--- config.mk ---
export PLATFORM = sky130hd
export DESIGN_NAME = candd_source_select_flat
export DESIGN_NICKNAME = d
export VERILOG_FILES = /design/src/rtl/candd_source_select_if.sv /design/src/rtl/candd_source_select.sv /design/src/flat_wrapper.sv
export SDC_FILE = /design/constraint.sdc
export NUM_CORES = 1
export LEC_CHECK = 0
export ABC_CLOCK_PERIOD_IN_PS = 4100
export BUFFER_PORTS_ARGS = -buffer_cell sky130_fd_sc_hd__buf_4
export CORE_MARGIN = 8
export CORE_UTILIZATION = 55
export CTS_CLUSTER_SIZE = 14
export DETAILED_ROUTE_END_ITERATION = 7
export PLACE_DENSITY = 0.84
export SLEW_MARGIN = 10
export SYNTH_ARGS = -nofsm -noshare
export SYNTH_HDL_FRONTEND = slang
export SYNTH_SLANG_ARGS = --single-unit
--- constraint.sdc ---
create_clock -name clk -period 4.1 [get_ports clk]
set_input_delay 0.82 -clock clk [delete_from_list [all_inputs] [get_ports clk]]
set_output_delay 0.82 -clock clk [all_outputs]
set_load 0.005 [all_outputs]
--- src/rtl/candd_source_select_if.sv ---
// Symbol-source bus between the demodulator/decoder streams and the clock-and-data output stage.
// master drives the source streams and controls; slave is the selector.
interface candd_source_select_if #(
  parameter int NUM_SOURCES = 8
);
  logic [3:0]               sourceSelect;
  logic [NUM_SOURCES-1:0]   srcClkEn;
  logic [3*NUM_SOURCES-1:0] srcData;
  logic                     diffDecodeEn;
  logic [15:0]              losTimeout;
  logic                     clkEnOut;
  logic [2:0]               dataOut;
  logic                     switching;
  logic                     losDetected;

  modport master (
    output sourceSelect, srcClkEn, srcData, diffDecodeEn, losTimeout,
    input  clkEnOut, dataOut, switching, losDetected
  );

  modport slave (
    input  sourceSelect, srcClkEn, srcData, diffDecodeEn, losTimeout,
    output clkEnOut, dataOut, switching, losDetected
  );
endinterface

--- src/rtl/candd_source_select.sv ---
// Glitch-free selector of one symbol stream for the clock-and-data output stage, with
// optional differential decode of bit 0 and loss-of-clock detection on the active source.
module candd_source_select #(
  parameter int NUM_SOURCES    = 8,
  parameter int SWITCH_HOLDOFF = 64
) (
  input  logic clk,
  input  logic reset,
  candd_source_select_if.slave bus
);

  typedef enum logic [1:0] {RUN, FLUSH, ARM} state_t;

  localparam int              HW        = $clog2(SWITCH_HOLDOFF);
  localparam logic [HW-1:0]   HOLD_LAST = HW'(SWITCH_HOLDOFF - 1);
  localparam logic [4:0]      NUM_SRC   = 5'(NUM_SOURCES);

  state_t        state, stateNext;
  logic [3:0]    activeSel, activeSelNext;
  logic [3:0]    targetSel, targetSelNext;
  logic [HW-1:0] holdCnt, holdCntNext;

  logic [3:0]    selReg;
  logic          diffReg;
  logic          enReg;
  logic [2:0]    dataReg;
  logic          capEn;
  logic [2:0]    capData;
  logic          activeValid;
  logic          acceptSym;
  logic          enterRun;

  logic          clkEnReg;
  logic [2:0]    dataOutReg;
  logic          prevBit;
  logic [15:0]   losCnt;

  assign activeValid = ({1'b0, activeSel} < NUM_SRC);

  // Capture is steered by the index that will be active after this edge, so the first
  // registered enable seen in ARM already belongs to the newly selected source.
  always_comb begin
    capEn   = 1'b0;
    capData = 3'b000;
    for (int i = 0; i < NUM_SOURCES; i++) begin
      if (activeSelNext == 4'(i)) begin
        capEn   = bus.srcClkEn[i];
        capData = bus.srcData[3*i +: 3];
      end
    end
  end

  always_ff @(posedge clk or negedge reset) begin
    if (!reset) begin
      state     <= RUN;
      activeSel <= '0;
      targetSel <= '0;
      holdCnt   <= '0;
    end else begin
      // NOTE: non-blocking assignments so every register samples pre-edge values.
      state     <= stateNext;
      activeSel <= activeSelNext;
      targetSel <= targetSelNext;
      holdCnt   <= holdCntNext;
    end
  end

  always_comb begin
    // NOTE: defaults first so no path through this block leaves a latch behind.
    stateNext     = state;
    activeSelNext = activeSel;
    targetSelNext = targetSel;
    holdCntNext   = holdCnt;
    case (state)
      RUN: begin
        if (selReg != activeSel) begin
          stateNext     = FLUSH;
          targetSelNext = selReg;
          holdCntNext   = '0;
        end
      end
      FLUSH: begin
        if (selReg != targetSel) begin
          targetSelNext = selReg;
          holdCntNext   = '0;
        end else if (holdCnt == HOLD_LAST) begin
          stateNext     = ARM;
          activeSelNext = targetSel;
        end else begin
          holdCntNext = holdCnt + HW'(1);
        end
      end
      ARM: begin
        if (selReg != targetSel) begin
          stateNext     = FLUSH;
          targetSelNext = selReg;
          holdCntNext   = '0;
        end else if (enReg || !activeValid) begin
          stateNext = RUN;
        end
      end
      default: stateNext = RUN;
    endcase
  end

  always_comb begin
    acceptSym = (state == RUN) && (selReg == activeSel) && enReg;
    enterRun  = (state == ARM) && (stateNext == RUN);
  end

  always_ff @(posedge clk or negedge reset) begin
    if (!reset) begin
      selReg     <= '0;
      diffReg    <= 1'b0;
      enReg      <= 1'b0;
      dataReg    <= '0;
      clkEnReg   <= 1'b0;
      dataOutReg <= '0;
      prevBit    <= 1'b0;
      losCnt     <= '0;
    end else begin
      selReg   <= bus.sourceSelect;
      diffReg  <= bus.diffDecodeEn;
      enReg    <= capEn;
      dataReg  <= capData;
      clkEnReg <= acceptSym;
      if (acceptSym) begin
        dataOutReg <= {dataReg[2:1], dataReg[0] ^ (diffReg & prevBit)};
        prevBit    <= dataReg[0];
      end else if (enterRun) begin
        prevBit <= 1'b0;
      end
      if (state != RUN || enReg || bus.losTimeout == '0) begin
        losCnt <= '0;
      end else if (losCnt != 16'hFFFF) begin
        losCnt <= losCnt + 16'd1;
      end
    end
  end

  assign bus.clkEnOut    = clkEnReg;
  assign bus.dataOut     = dataOutReg;
  assign bus.switching   = (state != RUN);
  assign bus.losDetected = (state == RUN) && (bus.losTimeout != '0) && (losCnt >= bus.losTimeout);

endmodule

--- src/flat_wrapper.sv ---
// flat-port wrapper written by rule: the top's interface ports become plain ports
module candd_source_select_flat 
#(
  parameter int NUM_SOURCES    = 8,
  parameter int SWITCH_HOLDOFF = 64
)
  (clk, reset, bus_sourceSelect, bus_srcClkEn, bus_srcData, bus_diffDecodeEn, bus_losTimeout, bus_clkEnOut, bus_dataOut, bus_switching, bus_losDetected);
  candd_source_select_if #(.NUM_SOURCES(NUM_SOURCES)) bus_i ();
  input  logic clk;
  input  logic reset;
  input wire logic [$bits(bus_i.sourceSelect)-1:0] bus_sourceSelect;
  input wire logic [$bits(bus_i.srcClkEn)-1:0] bus_srcClkEn;
  input wire logic [$bits(bus_i.srcData)-1:0] bus_srcData;
  input wire logic [$bits(bus_i.diffDecodeEn)-1:0] bus_diffDecodeEn;
  input wire logic [$bits(bus_i.losTimeout)-1:0] bus_losTimeout;
  output wire logic [$bits(bus_i.clkEnOut)-1:0] bus_clkEnOut;
  output wire logic [$bits(bus_i.dataOut)-1:0] bus_dataOut;
  output wire logic [$bits(bus_i.switching)-1:0] bus_switching;
  output wire logic [$bits(bus_i.losDetected)-1:0] bus_losDetected;
  assign bus_i.sourceSelect = bus_sourceSelect;
  assign bus_i.srcClkEn = bus_srcClkEn;
  assign bus_i.srcData = bus_srcData;
  assign bus_i.diffDecodeEn = bus_diffDecodeEn;
  assign bus_i.losTimeout = bus_losTimeout;
  assign bus_clkEnOut = bus_i.clkEnOut;
  assign bus_dataOut = bus_i.dataOut;
  assign bus_switching = bus_i.switching;
  assign bus_losDetected = bus_i.losDetected;
  candd_source_select #(.NUM_SOURCES(NUM_SOURCES), .SWITCH_HOLDOFF(SWITCH_HOLDOFF)) u_core (.clk(clk), .reset(reset), .bus(bus_i));
endmodule
==> Implementation_results.wiki <==
{| class="wikitable"
! Metric !! Value
|-
| Result of the run || finished clean
|-
| Worst Setup EP || bus_losDetected
|-
| Smallest setup slack after layout || ~1.1 ns
|-
| Critical Path Fanout Max || 2
|-
| Type of the worst setup path || in -> out
|-
| Register-to-Register Setup Slack || around 1.4 ns
|-
| Net count of the mapped netlist || approximately 400
|-
| Pwr per Cell Area || 321.0 nW/um^2
|-
| Sequential-to-total area share from yosys stat || a little under two fifths
|-
| Average instance area after synthesis || approximately 9.6 um^2
|-
| Remaining design rule violation count || 0
|-
| Sequential standard cell area || 1151 um^2
|-
| Ant. Diodes || 0
|-
| Number of synthesized register bits || 46
|-
| Die Width || 90.46 um
|-
| Cell row count || 27
|-
| Maximum root-to-sink buffer count || 2
|-
| Most frequent cell after synthesis || dfrtp_1
|-
| Area fraction of the dominant cell type after synthesis || between 30 and 40%
|-
| Launch point of the worst reg-to-reg path || u_core.targetSel[3]
|-
| Post-synthesis to final-layout area growth || 17.97%
|-
| Antenna Nets Post-Route || 0
|-
| Placeable Area || 5439 um^2
|-
| Length of the first detailed-routing pass in iterations || 4
|-
| Initial antenna violation count || 0
|-
| Rel. slew slack || 51.87%
|-
| Fmax || 329.7 MHz
|-
| Clock-pin slew on the worst setup and hold paths || 0.08 ns
|-
| Class of the worst hold path || reg -> reg
|-
| Worst setup timing slack at the placement stage || 1.052 ns
|-
| Max rail drop VDD || 0.2567 mV
|-
| Reg2Reg Depth || 7
|-
| Dominant combinational cell family by area after synthesis || simple AND/OR/NAND/NOR gates
|-
| Synth Instances || 319
|-
| Synthesized area || around 3000 um^2
|-
| Final number of max-transition violations || 0
|-
| Via density || 5.734
|-
| I/O pin count || approximately 60
|-
| GRT Residual Overflow || 0
|-
| Capture point of the worst reg-to-reg path || u_core.dataReg[0]
|-
| Drt first-iter violations || 56
|-
| EDFF count, synth || 0
|-
| Total number of vias || ~2.6k
|-
| Critical path startpoint category || primary input
|-
| Wire length of the first global-routing pass || 11,470 um
|-
| Final hold violation count || 0
|-
| Final setup violating endpoints || 0
|-
| Drt wl/cell || 14.61 um
|-
| Clk Tree Root Cell || clkbuf_8
|-
| Height of the die || 90.46 um
|-
| Initial core utilization || 56.06%
|-
| Hold bufs inserted after CTS || 0
|-
| Multiplexer area fraction after synthesis || 8.166%
|-
| Share of post-route cells with drive strength above 1 || 23.20%
|-
| Fraction of the mapped netlist area in adder cells || 9.027%
|-
| Min Clock Period, post-route || just over 3 ns
|-
| Total negative setup slack || 0 ns
|-
| Synthesized-area fraction occupied by and/or/nand/nor cells || 19.78%
|-
| Buffers added on ports || 60
|-
| Transition at the pin with the smallest max-transition slack || around 0.72 ns
|-
| MaxCap Viol Count || 0
|-
| Routed WL || 6529 um
|-
| Total Nets Final || 452
|-
| Final weighted congestion of routability-driven global placement || 0.8458
|-
| Setup repair after global routing missed its margin || no
|-
| Maximum level of the CTS H-tree || 2
|-
| Number of buffers inserted to repair setup after CTS || 0
|-
| Xor and xnor area share after synthesis || 5.745%
|-
| Static power due to leakage || 1.757 nW
|-
| Total routing resource utilization after global routing || 16.21%
|-
| Maximum number of pins on one net before global-route repair || 47
|-
| Yosys warning count || 0
|-
| Post-DP HPWL || 5281 um
|-
| Synth Area in Compound Gates || 14.07%
|-
| Via count of the first global-routing pass || 2,661
|-
| Crit path DAT || between 2 and 2.5 ns
|-
| Async set-or-reset flop fraction in the synthesized netlist || between 90% and 100%
|-
| Resized Gates After CTS || 0
|-
| CTS tree || built
|-
| List of most frequent post-synthesis cells || dfrtp_1 (46), inv_1 (25), nand2_1 (24), nor2_1 (24), ha_1 (22)
|-
| Cell accounting for the most synthesized area || dfrtp_1
|-
| Cell types occupying the most area after synthesis || dfrtp_1 (38%), ha_1 (9.0%), xor2_1 (5.2%)
|-
| Worst setup EP type || primary output
|-
| Hold Startpoint || u_core.dataReg[2]
|-
| Post-route clock period utilization || around 74%
|-
| Latest clock arrival within the worst-skew pair || 0.29 ns
|-
| Area of the multi-input gates || 1732 um^2
|-
| Launch point of the worst path || bus_losTimeout[0]
|-
| Leading register cell type out of synthesis || dfrtp_1
|-
| Fillers || 444
|-
| Clock sink count || 46
|-
| Count of unique library cells instantiated by Yosys || 52
|-
| Cts bufs inserted || 5
|-
| Crit path required time || 3.28 ns
|-
| Worst clock skew || 0.007168 ns
|-
| Area of the die || 8182 um^2
|}
[registers in the layout, summed over array words and instances (netlist names)]
| register | count |
|---|---|
| u_core.bus.clkEnOut | 1 |
| u_core.bus.dataOut | 3 |
| u_core.losCnt | 16 |
| u_core.dataReg | 3 |
| u_core.targetSel | 4 |
| u_core.activeSel | 4 |
| u_core.selReg | 4 |
| u_core.enReg | 1 |
| u_core.holdCnt | 6 |
| u_core.prevBit | 1 |
| u_core.diffReg | 1 |
| u_core.state | 2 |
[worst min path at each step]
| stage | depth (start not counted) | slack (ns) | end |
|---|---|---|---|
| 3_3_place_gp | 2 | 0.42 | u_core.bus.dataOut[1] |
| 2_1_floorplan | 2 | 0.41 | u_core.bus.dataOut[1] |
| 4_1_cts | 2 | 0.45 | u_core.bus.dataOut[2] |
| 3_5_place_dp | 2 | 0.44 | u_core.bus.dataOut[2] |
| 5_1_grt | 2 | 0.48 | u_core.bus.dataOut[1] |
| 6_report | 2 | 0.45 | u_core.bus.dataOut[2] |
[per-stage QoR]
stage               total power, W  instances  utilization (%)  cell area [um^2]  hold WS (ns)
global route              0.001234        447            66.14              3597        0.4758
CTS                       0.001169        447            66.14              3597        0.4509
finish                    0.001155        447            66.14              3597        0.4468
floorplan                0.0007900        319                -              3049        0.4143
detailed placement       0.0009130        440            64.73              3521        0.4384
global placement         0.0008973        440            64.73              3521        0.4207
[final cells by class]
| class | count | area share [%] |
|---|---|---|
| timing repair buffer | 60 | 12.52 |
| sequential | 46 | 32.00 |
| inverter | 26 | 2.713 |
| tap | 72 | 2.504 |
| clock buffer | 7 | 2.122 |
| multi-input combinational | 236 | 48.14 |
[logic make-up after synthesis]
group / count (synthesis)
fa+ha+maj: 22
compound gates: 64
simple gates: 108
xor+xnor: 20
mux: 22
flops: 46
buf+inv: 37
[routing by layer]
layer / GRT usage, % / part of all wire (%)
met1: 17.84 / 44
met2: 29.20 / 49
met4: 4.854 / 1.4
met3: 4.821 / 6.1
met5: 0 / 0
[power breakdown]
group	total, W	internal, W	switching, W
clock	0.000254	0.000117	0.000136
sequential	0.000573	0.000502	0.0000710
combinational	0.000328	0.000164	0.000164
total	0.00115	0.000784	0.000371
[worst max-delay path, cell delays in order]
cell and delay [ns]:
buf_4 0.11, ha_1 0.27, nand2b_1 0.14, a21o_1 0.17
a21o_1 0.17, a21oi_1 0.13, o21ai_0 0.08, o2111ai_1 0.08
a31oi_1 0.11, buf_4 0.15
[layout by cell type, fill, tap and decap left out, types with 5 or more instances in the layout]
master,netlist,routed
nor2b_1,6,6
mux2i_1,11,11
nand4_1,6,6
o21ai_0,15,15
a211oi_1,5,5
mux2_2,9,9
nand3_1,10,10
buf_4,0,60
nor2_1,24,24
clkbuf_8,0,5
xor2_1,18,18
a21oi_1,11,11
and3_1,6,6
ha_1,22,22
and2_1,5,5
dfrtp_1,46,46
nand2_1,24,24
inv_1,25,25
nor4_1,7,7
Power figures use the tool's default switching activity.
